File: config.mk
export PLATFORM = sky130hd
export DESIGN_NAME = w_writeback_stage
export DESIGN_NICKNAME = d
export VERILOG_FILES = /design/src/rtl/w_writeback_stage_pkg.sv /design/src/rtl/w_writeback_stage_load_ext.sv /design/src/rtl/w_writeback_stage.sv
export SDC_FILE = /design/constraint.sdc
export NUM_CORES = 1
export LEC_CHECK = 0
export CORE_MARGIN = 2
export CORE_UTILIZATION = 32
export CTS_CLUSTER_DIAMETER = 40
export DETAILED_ROUTE_END_ITERATION = 8
export PLACE_DENSITY = 0.68
export SETUP_SLACK_MARGIN = 0.2
export SYNTH_ARGS = -nofsm -noshare
export SYNTH_HDL_FRONTEND = slang
export SYNTH_SLANG_ARGS = --single-unit
File: constraint.sdc
create_clock -name Clk -period 2.5 [get_ports Clk]
set_clock_uncertainty 0.05 [all_clocks]
set_input_delay 0.625 -clock Clk [delete_from_list [all_inputs] [get_ports Clk]]
set_output_delay 0.625 -clock Clk [all_outputs]
set_load 0.02 [all_outputs]
File: src/rtl/w_writeback_stage_pkg.sv
// Shared writeback-select and load-type codes for the D/E/M decoders and the W stage.
package w_writeback_stage_pkg;
  localparam logic [1:0] WD_ALU  = 2'b00;
  localparam logic [1:0] WD_MEM  = 2'b01;
  localparam logic [1:0] WD_LINK = 2'b10;

  localparam logic [2:0] LD_W  = 3'd0;
  localparam logic [2:0] LD_H  = 3'd1;
  localparam logic [2:0] LD_HU = 3'd2;
  localparam logic [2:0] LD_B  = 3'd3;
  localparam logic [2:0] LD_BU = 3'd4;

  localparam logic [31:0] LINK_OFFSET = 32'd8;
endpackage

File: src/rtl/w_writeback_stage_load_ext.sv
// Load data extractor: picks the addressed byte/halfword from the aligned word and extends it.
// Purely combinational; unknown load types fall back to the whole word.
module w_load_ext
  import w_writeback_stage_pkg::*;
(
  input  logic [31:0] i_dmrd,
  input  logic [1:0]  i_off,
  input  logic [2:0]  i_ld_type,
  output logic [31:0] o_data
);
  logic [15:0] w_half;
  logic [7:0]  w_byte;

  always_comb begin
    w_half = i_off[1] ? i_dmrd[31:16] : i_dmrd[15:0];
    case (i_off)
      2'd0:    w_byte = i_dmrd[7:0];
      2'd1:    w_byte = i_dmrd[15:8];
      2'd2:    w_byte = i_dmrd[23:16];
      default: w_byte = i_dmrd[31:24];
    endcase
  end

  always_comb begin
    case (i_ld_type)
      LD_H:    o_data = {{16{w_half[15]}}, w_half};
      LD_HU:   o_data = {16'h0000, w_half};
      LD_B:    o_data = {{24{w_byte[7]}}, w_byte};
      LD_BU:   o_data = {24'h000000, w_byte};
      default: o_data = i_dmrd;
    endcase
  end
endmodule

File: src/rtl/w_writeback_stage.sv
// M/W pipeline register with writeback-data selection; drives the GRF write port.
// Optional retire/bubble counters appear when W_RETIRE_CNT_EN is defined.
module w_writeback_stage
  import w_writeback_stage_pkg::*;
#(
  parameter logic [31:0] RESET_PC = 32'h0000_3000
) (
  input  logic        Clk,
  input  logic        Rst,
  input  logic        M_Valid,
  input  logic [31:0] M_PC,
  input  logic        M_RegWrite,
  input  logic [4:0]  M_A3,
  input  logic [1:0]  M_WDSel,
  input  logic [31:0] M_ALUOut,
  input  logic [31:0] M_DMRD,
  input  logic [2:0]  M_LdType,
  input  logic        W_Clr,
  output logic [31:0] W_PC,
  output logic        W_RFWr,
  output logic [4:0]  W_A3,
  output logic [31:0] W_WD,
  output logic        W_Valid
`ifdef W_RETIRE_CNT_EN
  ,
  output logic [31:0] Retire_Cnt,
  output logic [31:0] Bubble_Cnt
`endif
);
  logic [31:0] w_ext;
  logic [31:0] w_wd_next;
  logic        w_rfwr_next;
  logic        w_bubble;

  w_load_ext u_load_ext (
    .i_dmrd    (M_DMRD),
    .i_off     (M_ALUOut[1:0]),
    .i_ld_type (M_LdType),
    .o_data    (w_ext)
  );

  assign w_bubble = W_Clr | ~M_Valid;

  // Reserved select writes nothing, so its enable is dropped alongside the data.
  always_comb begin
    w_rfwr_next = M_RegWrite & (M_A3 != 5'd0);
    case (M_WDSel)
      WD_ALU:  w_wd_next = M_ALUOut;
      WD_MEM:  w_wd_next = w_ext;
      WD_LINK: w_wd_next = M_PC + LINK_OFFSET;
      default: begin
        w_wd_next   = 32'd0;
        w_rfwr_next = 1'b0;
      end
    endcase
  end

  always_ff @(posedge Clk or posedge Rst) begin
    if (Rst) begin
      W_PC    <= RESET_PC;
      W_RFWr  <= 1'b0;
      W_A3    <= 5'd0;
      W_WD    <= 32'd0;
      W_Valid <= 1'b0;
    end else begin
      W_PC <= M_PC;
      if (w_bubble) begin
        W_RFWr  <= 1'b0;
        W_A3    <= 5'd0;
        W_WD    <= 32'd0;
        W_Valid <= 1'b0;
      end else begin
        W_RFWr  <= w_rfwr_next;
        W_A3    <= M_A3;
        W_WD    <= w_wd_next;
        W_Valid <= 1'b1;
      end
    end
  end

`ifdef W_RETIRE_CNT_EN
  logic [31:0] r_retire_cnt;
  logic [31:0] r_bubble_cnt;

  always_ff @(posedge Clk or posedge Rst) begin
    if (Rst) begin
      r_retire_cnt <= 32'd0;
      r_bubble_cnt <= 32'd0;
    end else if (w_bubble) begin
      r_bubble_cnt <= r_bubble_cnt + 32'd1;
    end else begin
      r_retire_cnt <= r_retire_cnt + 32'd1;
    end
  end

  assign Retire_Cnt = r_retire_cnt;
  assign Bubble_Cnt = r_bubble_cnt;
`endif
endmodule

Word-level counts from Yosys, hierarchy flattened

Cells that the tools add are included.

Eq/ne operators: 8
Bitwise gates (word level): 3
Reduce and logical (&&, ||, !) cells: 4
Add/sub/neg operators: 1
Muxes and demuxes: 9

Operators with widths:

| kind                                                            | count |
|---|---|
| 32-bit case mux with 4 select lines                             | 1 |
| 32-bit case mux with 3 select lines                             | 1 |
| 32-bit by 4-bit adder with 32-bit output, second input constant | 1 |
| 32-bit two-way mux                                              | 1 |
| 8-bit case mux with 3 select lines                              | 1 |
| 16-bit two-way mux                                              | 1 |
| 3-bit by 2-bit == test with 1-bit output, second input constant | 2 |
| 5-bit two-way mux                                               | 1 |
| 5-bit nonzero test                                              | 1 |
| 2-bit by 1-bit == test with 1-bit output, second input constant | 2 |
| 2-bit == test, second input constant                            | 2 |
| 2-bit logical NOT                                               | 2 |
| 3-bit by 1-bit == test with 1-bit output, second input constant | 1 |
| 3-bit == test, second input constant                            | 1 |
| 1-bit two-way mux                                               | 3 |
| 3-bit OR reduction                                              | 1 |
| 1-bit AND                                                       | 1 |
| 1-bit inverter                                                  | 1 |
| 1-bit bitwise OR                                                | 1 |

Output and inout bits: 71
Bits of input ports: 111
Logic and storage cells: 30
Bits in registers: 71

Logic depth before layout (Yosys ltp)

Gate-level depths: netlist (run 1).

Depth after elaboration: 5
Gate-level depth with buffers: 7
Mapped depth without buffers: 6

Hierarchy

Synthesis (run 1) repeated with hierarchy kept, for this count alone.

Cell total of the unflattened synthesis: 444
Area total of the unflattened synthesis: 4426.7 sq um

Modules (own cells, without submodules):

| module            | seq. area each (sq um) | cells an instance | area each (sq um) | times used |
|---|---|---|---|---|
| w_writeback_stage | 1779.2                 | 293               | 3285.7            | 1 |
| w_load_ext        | 0.0                    | 151               | 1141.1            | 1 |

Least setup slack after synthesis (run 1)

No wires, ideal clock.

Path kind: input to register
Start point: in M_LdType[1]
End point: reg W_WD[13]
Cell stages on the path: 6
Slack: 0.401 ns
Data required time: 2.326 ns
Path buffers: 1
Arrival time: 1.925 ns
Library setup time: 0.124 ns
Path through: buf_2 -> nor2_1 -> xnor2_4 -> o221ai_2 -> o221a_2 -> o31a_1

Longest elaborated chain between the ends: 4
Elaborated cells between the ends (all ways): 7
Those cells by class: 4 x eq/ne; 3 x mux

RTL lines:

| item                                        | line                             | source |
|---|---|---|
| from (decl)                                 | w_writeback_stage.sv:17          | `input logic [2:0] M_LdType,` |
| 3-bit == test, or another cell as far along | w_writeback_stage_load_ext.sv:25 | `case (i_ld_type)` |
| 32-bit case mux with 4 select lines (*)     | w_writeback_stage_load_ext.sv:25 |  |
| 32-bit case mux with 3 select lines (*)     | w_writeback_stage.sv:47          | `case (M_WDSel)` |
| 32-bit two-way mux (*)                      | w_writeback_stage.sv:67          | `if (w_bubble) begin` |
| to (signal assigned)                        | w_writeback_stage.sv:75          | `W_WD <= w_wd_next;` |
| to (decl)                                   | w_writeback_stage.sv:22          | `output logic [31:0] W_WD,` |

Every way passes the cells marked *; elsewhere a longest branch is shown, timed or not.

Worst setup path in the final report (run 1)

Start point: in M_PC[8]
End point: reg W_WD[16]

Longest elaborated chain between the ends: 3

RTL lines:

| item                                     | line                    | source |
|---|---|---|
| from (decl)                              | w_writeback_stage.sv:11 | `input logic [31:0] M_PC,` |
| 32-bit by 4-bit adder with 32-bit output | w_writeback_stage.sv:50 | `WD_LINK: w_wd_next = M_PC + LINK_OFFSET;` |
| 32-bit case mux with 3 select lines      | w_writeback_stage.sv:47 |  |
| 32-bit two-way mux                       | w_writeback_stage.sv:67 |  |

No other way between the ends.

==> results of run 1 <==
[state kept, by name, indices dropped and copies added (netlist names)]
register / cells
W_PC: 32
W_A3: 5
W_RFWr: 1
W_WD: 32
W_Valid: 1
[synthesized netlist by cell type (4+ instances only)]
cell type,count
clkbuf_1,12
mux2i_1,15
nand2_1,33
a221oi_1,7
o21bai_1,5
xnor2_1,14
nand4_1,8
xor2_1,10
mux2_2,5
a21oi_1,14
o22ai_1,13
o221ai_1,10
and2_1,6
and3_1,4
o211ai_1,7
nor3_1,10
dfrtp_1,69
o21ai_0,13
a211oi_1,10
inv_1,7
nand3_1,11
nor2b_1,9
buf_2,6
nor2_1,29
[cell families after synthesis]
kind of cell | count (synthesis)
compound gates | 98
mux | 21
flops | 71
fa+ha+maj | 2
simple gates | 133
buf+inv | 28
xor+xnor | 26
[routing by layer]
| layer | global-route usage [%] | routed length (um) | share of wire, % |
|---|---|---|---|
| met3 | 4.93 | 1130 | 7.4 |
| met5 | 0 | 0 | 0 |
| met1 | 31.9 | 6510 | 43 |
| met4 | 9.67 | 456 | 3.0 |
| met2 | 39.3 | 7220 | 47 |
[final cells by class]
class | count | area share, %
well taps | 143 | 2.66
repair buffers | 255 | 36.0
flip-flops and latches | 71 | 26.4
clock buffers | 10 | 3.55
inverters | 8 | 0.501
clock inverters | 6 | 1.60
multi-input cells | 280 | 29.3
[power groups by stage]
stage,clock (mW),combinational [mW],sequential [mW]
final,1.49,0.831,1.22
after floorplan,0,0.242,1.31
after CTS,1.51,0.827,1.22
after global placement,0,0.820,1.24
after global routing,1.56,0.889,1.23
after detailed placement,0,0.821,1.24
[metrics by stage]
step | cells | instance area, sq um | util (%)
final | 773 | 6740 | 58.5
after floorplan | 379 | 3820 | -
after global placement | 756 | 6320 | 54.9
after global routing | 773 | 6740 | 58.5
after CTS | 772 | 6680 | 58.0
after detailed placement | 756 | 6320 | 54.9
[worst max-delay path by stage]
stage | startpoint | to | slack [ns]
final | M_PC[8] | W_WD[16]$_DFF_PP0_ | 0.26
after global placement | M_PC[8] | W_WD[28]$_DFF_PP0_ | -0.11
after floorplan | M_LdType[1] | W_WD[13]$_DFF_PP0_ | 0.40
after detailed placement | M_PC[3] | W_WD[19]$_DFF_PP0_ | -0.15
after global routing | M_PC[8] | W_WD[16]$_DFF_PP0_ | 0.18
after CTS | M_PC[8] | W_WD[16]$_DFF_PP0_ | 0.21
[what timing repair did]
action / in CTS / in global routing
resized for setup: 2 / 11
setup endpoints to repair: 2 / 19
setup buffers: 0 / 1
hold buffers: 0 / 0
==> flow_summary.yaml, run 1 <==
timing:
  layout_min_cycle_time_ns: 2.24
  hold_viol: 0
  rsz0062_at_grt: "yes"
  tns_ns: 0
  setup_slack_ns: 0.263
  tightest_slew_ns: 0.469
  setup_viol: 0
  hold_ws_ns: 0.563
  slew_violations: 0
  fmax_mhz: 447
  fin_crit_sh_pct: 89.5
  relSlewSlack_pct: 68.6
grt:
  antenna_found_initial: 0
  grt-ovfl-total: 0
  grt_max_degree: 28
  grt_usage_pct: 24.3
  grt_pass1_wl_um: 23600
  grt_pass1_vias: 4218
die:
  die_area_sq_um: 12800
  rows: 39
  initial_core_util_pct: 33.2
  boundaryPins: 182
  die_y_um: 113
  coreArea_sq_um: 11500
  die-width_um: 113
clocking:
  clkSlewWorstSetupHoldPaths_ns: 0.06
  cts-buffers-inserted: 9
  clk_path_buf_depth: 2
  cts_root_buf: "clkbuf_16"
  htree_levels: 3
  cts_tree: "built"
  cts_sinks: 71
run:
  drv_cap: 0
routing:
  via_count: 4021
  routed_wl_um: 15300
  avgViaCountPerCell: 5.20
  wl_per_cell_um: 19.8
  firstDrtPassIters: 5
  drc_errors: 0
  ant_nets: 0
  drtIter0Drc: 252
synth:
  ys_async_sr_fraction_pct: 100
  yosys_warnings: 0
  synthAdderAreaFrac_pct: 0.589
  yosysTopAreaCell: "dfrtp_1"
  synthCells: 379
  synthSimpleGateAreaFrac_pct: 18.7
  synth.area.top_cells: "dfrtp_1, mux2i_1, nand2_1"
  syn_area_per_cell_sq_um: 10.1
  netlist_area_sq_um: 3820
  synth_top_family_by_area: "simple AND/OR/NAND/NOR gates"
  synth_xor_area_share_pct: 6.65
  synth_edf_count: 0
  yosysUniqueCellTypes: 59
  ys_seq_elements: 71
  yosys.area.top_type_share_pct: 45.2
  synth_mux_area_share_pct: 5.76
  synth_ff_type: "dfrtp_1"
  synth_compound_area_share_pct: 18.6
  synth.net_count: 491
  seq_area_frac_synth_pct: 46.6
worst_setup_path:
  cp.arrival_ns: 2.38
  end_kind: "flop"
  cp_max_fo: 4
  start_kind: "input pin"
  crit_family: "simple AND/OR/NAND/NOR gates"
  crit_path_max_incr_delay_ns: 0.57
  path_buf_inv: 1
  path_class: "input pin to flop"
  cp.depth: 6
  critical_path.slowest_cell: "clkdlybuf4s50_1"
  crit_chain: "clkdlybuf4s50_1, nand4_4, nor4_4, nand3_1, xor2_1, o221ai_1"
  required_ns: 2.65
pwr:
  swShare_pct: 25.6
  p_int_mw: 2.64
  p_leak_nw: 2.79
  total_power_mw: 3.55
  ir_worst_vdd_uv: 439
  p_clk_share_pct: 42.0
  p_comb_share_pct: 23.5
  seq_power_share_pct: 34.5
  p_sw_mw: 0.908
  p_per_area_nw_per_um2: 526
place:
  pre_cts_ws_ns: -0.146
  gp_congestion: 0.868
  portBuffers: 181
  hpwl_um: 12400
status:
  status: "completed"
finish:
  final_cell_mix: "clkdlybuf4s50_1, dfrtp_1, buf_4, nand2_1, nor2_1"
  finalNetCount: 737
  multi_input_area_sq_um: 1980
  syn_to_final_growth_pct: 76.3
  layout_commonest_cell: "clkdlybuf4s50_1"
  register_area_sq_um: 1780
  fillers: 1024
  n_antenna_cell: 0
  drive_gt1_share_pct: 19.0
hold_path:
  hp-class: "input pin to async pin"
Power figures use the tool's default switching activity.
==> inputs of run 2 (changes only) <==
--- a/config.mk
+++ b/config.mk
@@ -9,7 +9,7 @@
 export CORE_UTILIZATION = 32
 export CTS_CLUSTER_DIAMETER = 40
 export DETAILED_ROUTE_END_ITERATION = 8
-export PLACE_DENSITY = 0.68
+export PLACE_DENSITY = 0.65
 export SETUP_SLACK_MARGIN = 0.2
 export SYNTH_ARGS = -nofsm -noshare
 export SYNTH_HDL_FRONTEND = slang
==> constraint.sdc (replaced) <==
create_clock -name Clk -period 2.3 [get_ports Clk]
set_clock_uncertainty 0.05 [all_clocks]
set_input_delay 0.575 -clock Clk [delete_from_list [all_inputs] [get_ports Clk]]
set_output_delay 0.575 -clock Clk [all_outputs]
set_load 0.02 [all_outputs]
==> flow_summary.yaml, run 2 (synthesis results as in run 1) <==
status:
  status: "completed"
worst_setup_path:
  end_kind: "output pin"
  start_kind: "flop"
  crit_path_max_incr_delay_ns: 0.61
  path_class: "flop to output pin"
  critical_path.slowest_cell: "clkdlybuf4s50_1"
  cp.arrival_ns: 1.45
  crit_chain: "clkdlybuf4s50_1"
  cp_max_fo: 1
  required_ns: 1.67
  path_buf_inv: 1
  crit_family: "buffers and inverters"
timing:
  tightest_slew_ns: 0.554
  fmax_mhz: 483
  rsz0062_at_grt: "no"
  slew_violations: 0
  setup_viol: 0
  relSlewSlack_pct: 63.0
  setup_slack_ns: 0.229
  layout_min_cycle_time_ns: 2.07
  fin_crit_sh_pct: 90.0
  hold_ws_ns: 0.391
  hold_viol: 0
die:
  initial_core_util_pct: 33.2
  die_area_sq_um: 12800
  coreArea_sq_um: 11500
  rows: 39
  die-width_um: 113
  die_y_um: 113
  boundaryPins: 182
pwr:
  ir_worst_vdd_uv: 283
  total_power_mw: 3.75
  p_leak_nw: 3.08
  p_per_area_nw_per_um2: 533
grt:
  antenna_found_initial: 0
  grt_pass1_vias: 4278
  grt_max_degree: 30
  grt_usage_pct: 24.1
  grt_pass1_wl_um: 23600
  grt-ovfl-total: 0
clocking:
  cts_sinks: 71
  htree_levels: 3
  cts-buffers-inserted: 9
  cts_root_buf: "clkbuf_16"
  clk_path_buf_depth: 2
  clkSlewWorstSetupHoldPaths_ns: 0.06
  cts_tree: "built"
finish:
  reg_top3: "W_PC (32), W_WD (32), W_A3 (5)"
  n_antenna_cell: 0
  drive_gt1_share_pct: 23.9
  post-route-util_pct: 61.1
  finalNetCount: 759
  syn_to_final_growth_pct: 84.1
  final_cell_mix: "clkdlybuf4s50_1, buf_4, dfrtp_1, nand2_1, nor2_1"
  layout_commonest_cell: "clkdlybuf4s50_1"
routing:
  via_count: 4100
  ant_nets: 0
  drtIter0Drc: 199
  firstDrtPassIters: 4
  avgViaCountPerCell: 5.16
  drc_errors: 0
  routed_wl_um: 15500
  wl_per_cell_um: 19.5
run:
  drv_cap: 0
place:
  gp_congestion: 0.911
  portBuffers: 181
  hpwl_um: 12400
  pre_cts_ws_ns: -0.340
hold_path:
  hp-class: "input pin to flop"
[run 2: cell types whose count changed in the layout (fill, tap and decap cells not counted), sizes merged]
cell           delta
buf              +22
bufinv            -1
clkdlybuf4s50    -20
clkinv            +1
dlygate4sd2       +5
dlymetal6s2s     +15
[run 2: path summary, 6_finish.rpt]
check,from,to,slack (ns),depth (start not counted)
max in group asynchronous,Rst,W_PC[13]$_DFF_PP1_,1.05,3
hold / removal,M_PC[17],W_PC[17]$_DFF_PP0_,0.39,1
setup / recovery,W_PC[13]$_DFF_PP1_,W_PC[13],0.23,1
min in group asynchronous,Rst,W_PC[3]$_DFF_PP0_,0.60,2
[run 2: what timing repair did]
item | 4_1_cts | 5_1_grt
hold buffers | 0 | 0
gates resized for setup | 17 | 42
pin swaps | 3 | 14
buffers inserted | 1 | 7
setup endpoints to repair | 23 | 28
[run 2: metal layers]
| metal | share of wire (%) | global-route usage [%] | up-vias |
|---|---|---|---|
| li1 | - | - | 1943 |
| met1 | 42 | 31.6 | 1964 |
| met2 | 48 | 39.7 | 170 |
| met3 | 7.0 | 4.55 | 23 |
| met4 | 2.3 | 8.70 | 0 |
| met5 | 0 | 0 | - |
[run 2: layout make-up]
type / count / area [sq um]
timing repair buffer: 277 / 2620
clock buffer: 10 / 229
inverter: 8 / 33.8
sequential: 71 / 1780
tap: 143 / 179
clock inverter: 6 / 86.3
multi-input combinational: 280 / 2100
fill: 969 / 4480
[run 2: power breakdown]
group | total, mW | switching (mW) | internal, mW | leakage [nW]
logic | 0.938 | 0.446 | 0.491 | 2.02
registers | 1.33 | 0.0192 | 1.31 | 0.900
clock network | 1.48 | 0.532 | 0.947 | 0.152
[run 2: per-stage QoR]
step	std cells	cell area, sq um	TNS (ns)
2_1_floorplan	379	3820	0
3_3_place_gp	771	6440	-5.33
3_5_place_dp	771	6440	-5.64
4_1_cts	788	6820	0
5_1_grt	795	7030	0
6_report	795	7030	0
==> inputs of run 3 (changes only) <==
--- a/config.mk
+++ b/config.mk
@@ -14,3 +14,4 @@
 export SYNTH_ARGS = -nofsm -noshare
 export SYNTH_HDL_FRONTEND = slang
 export SYNTH_SLANG_ARGS = --single-unit
+export TNS_END_PERCENT = 100
==> results of run 3 <==
Same layout as run 2: the final DEF is identical, and so are final timing and power.
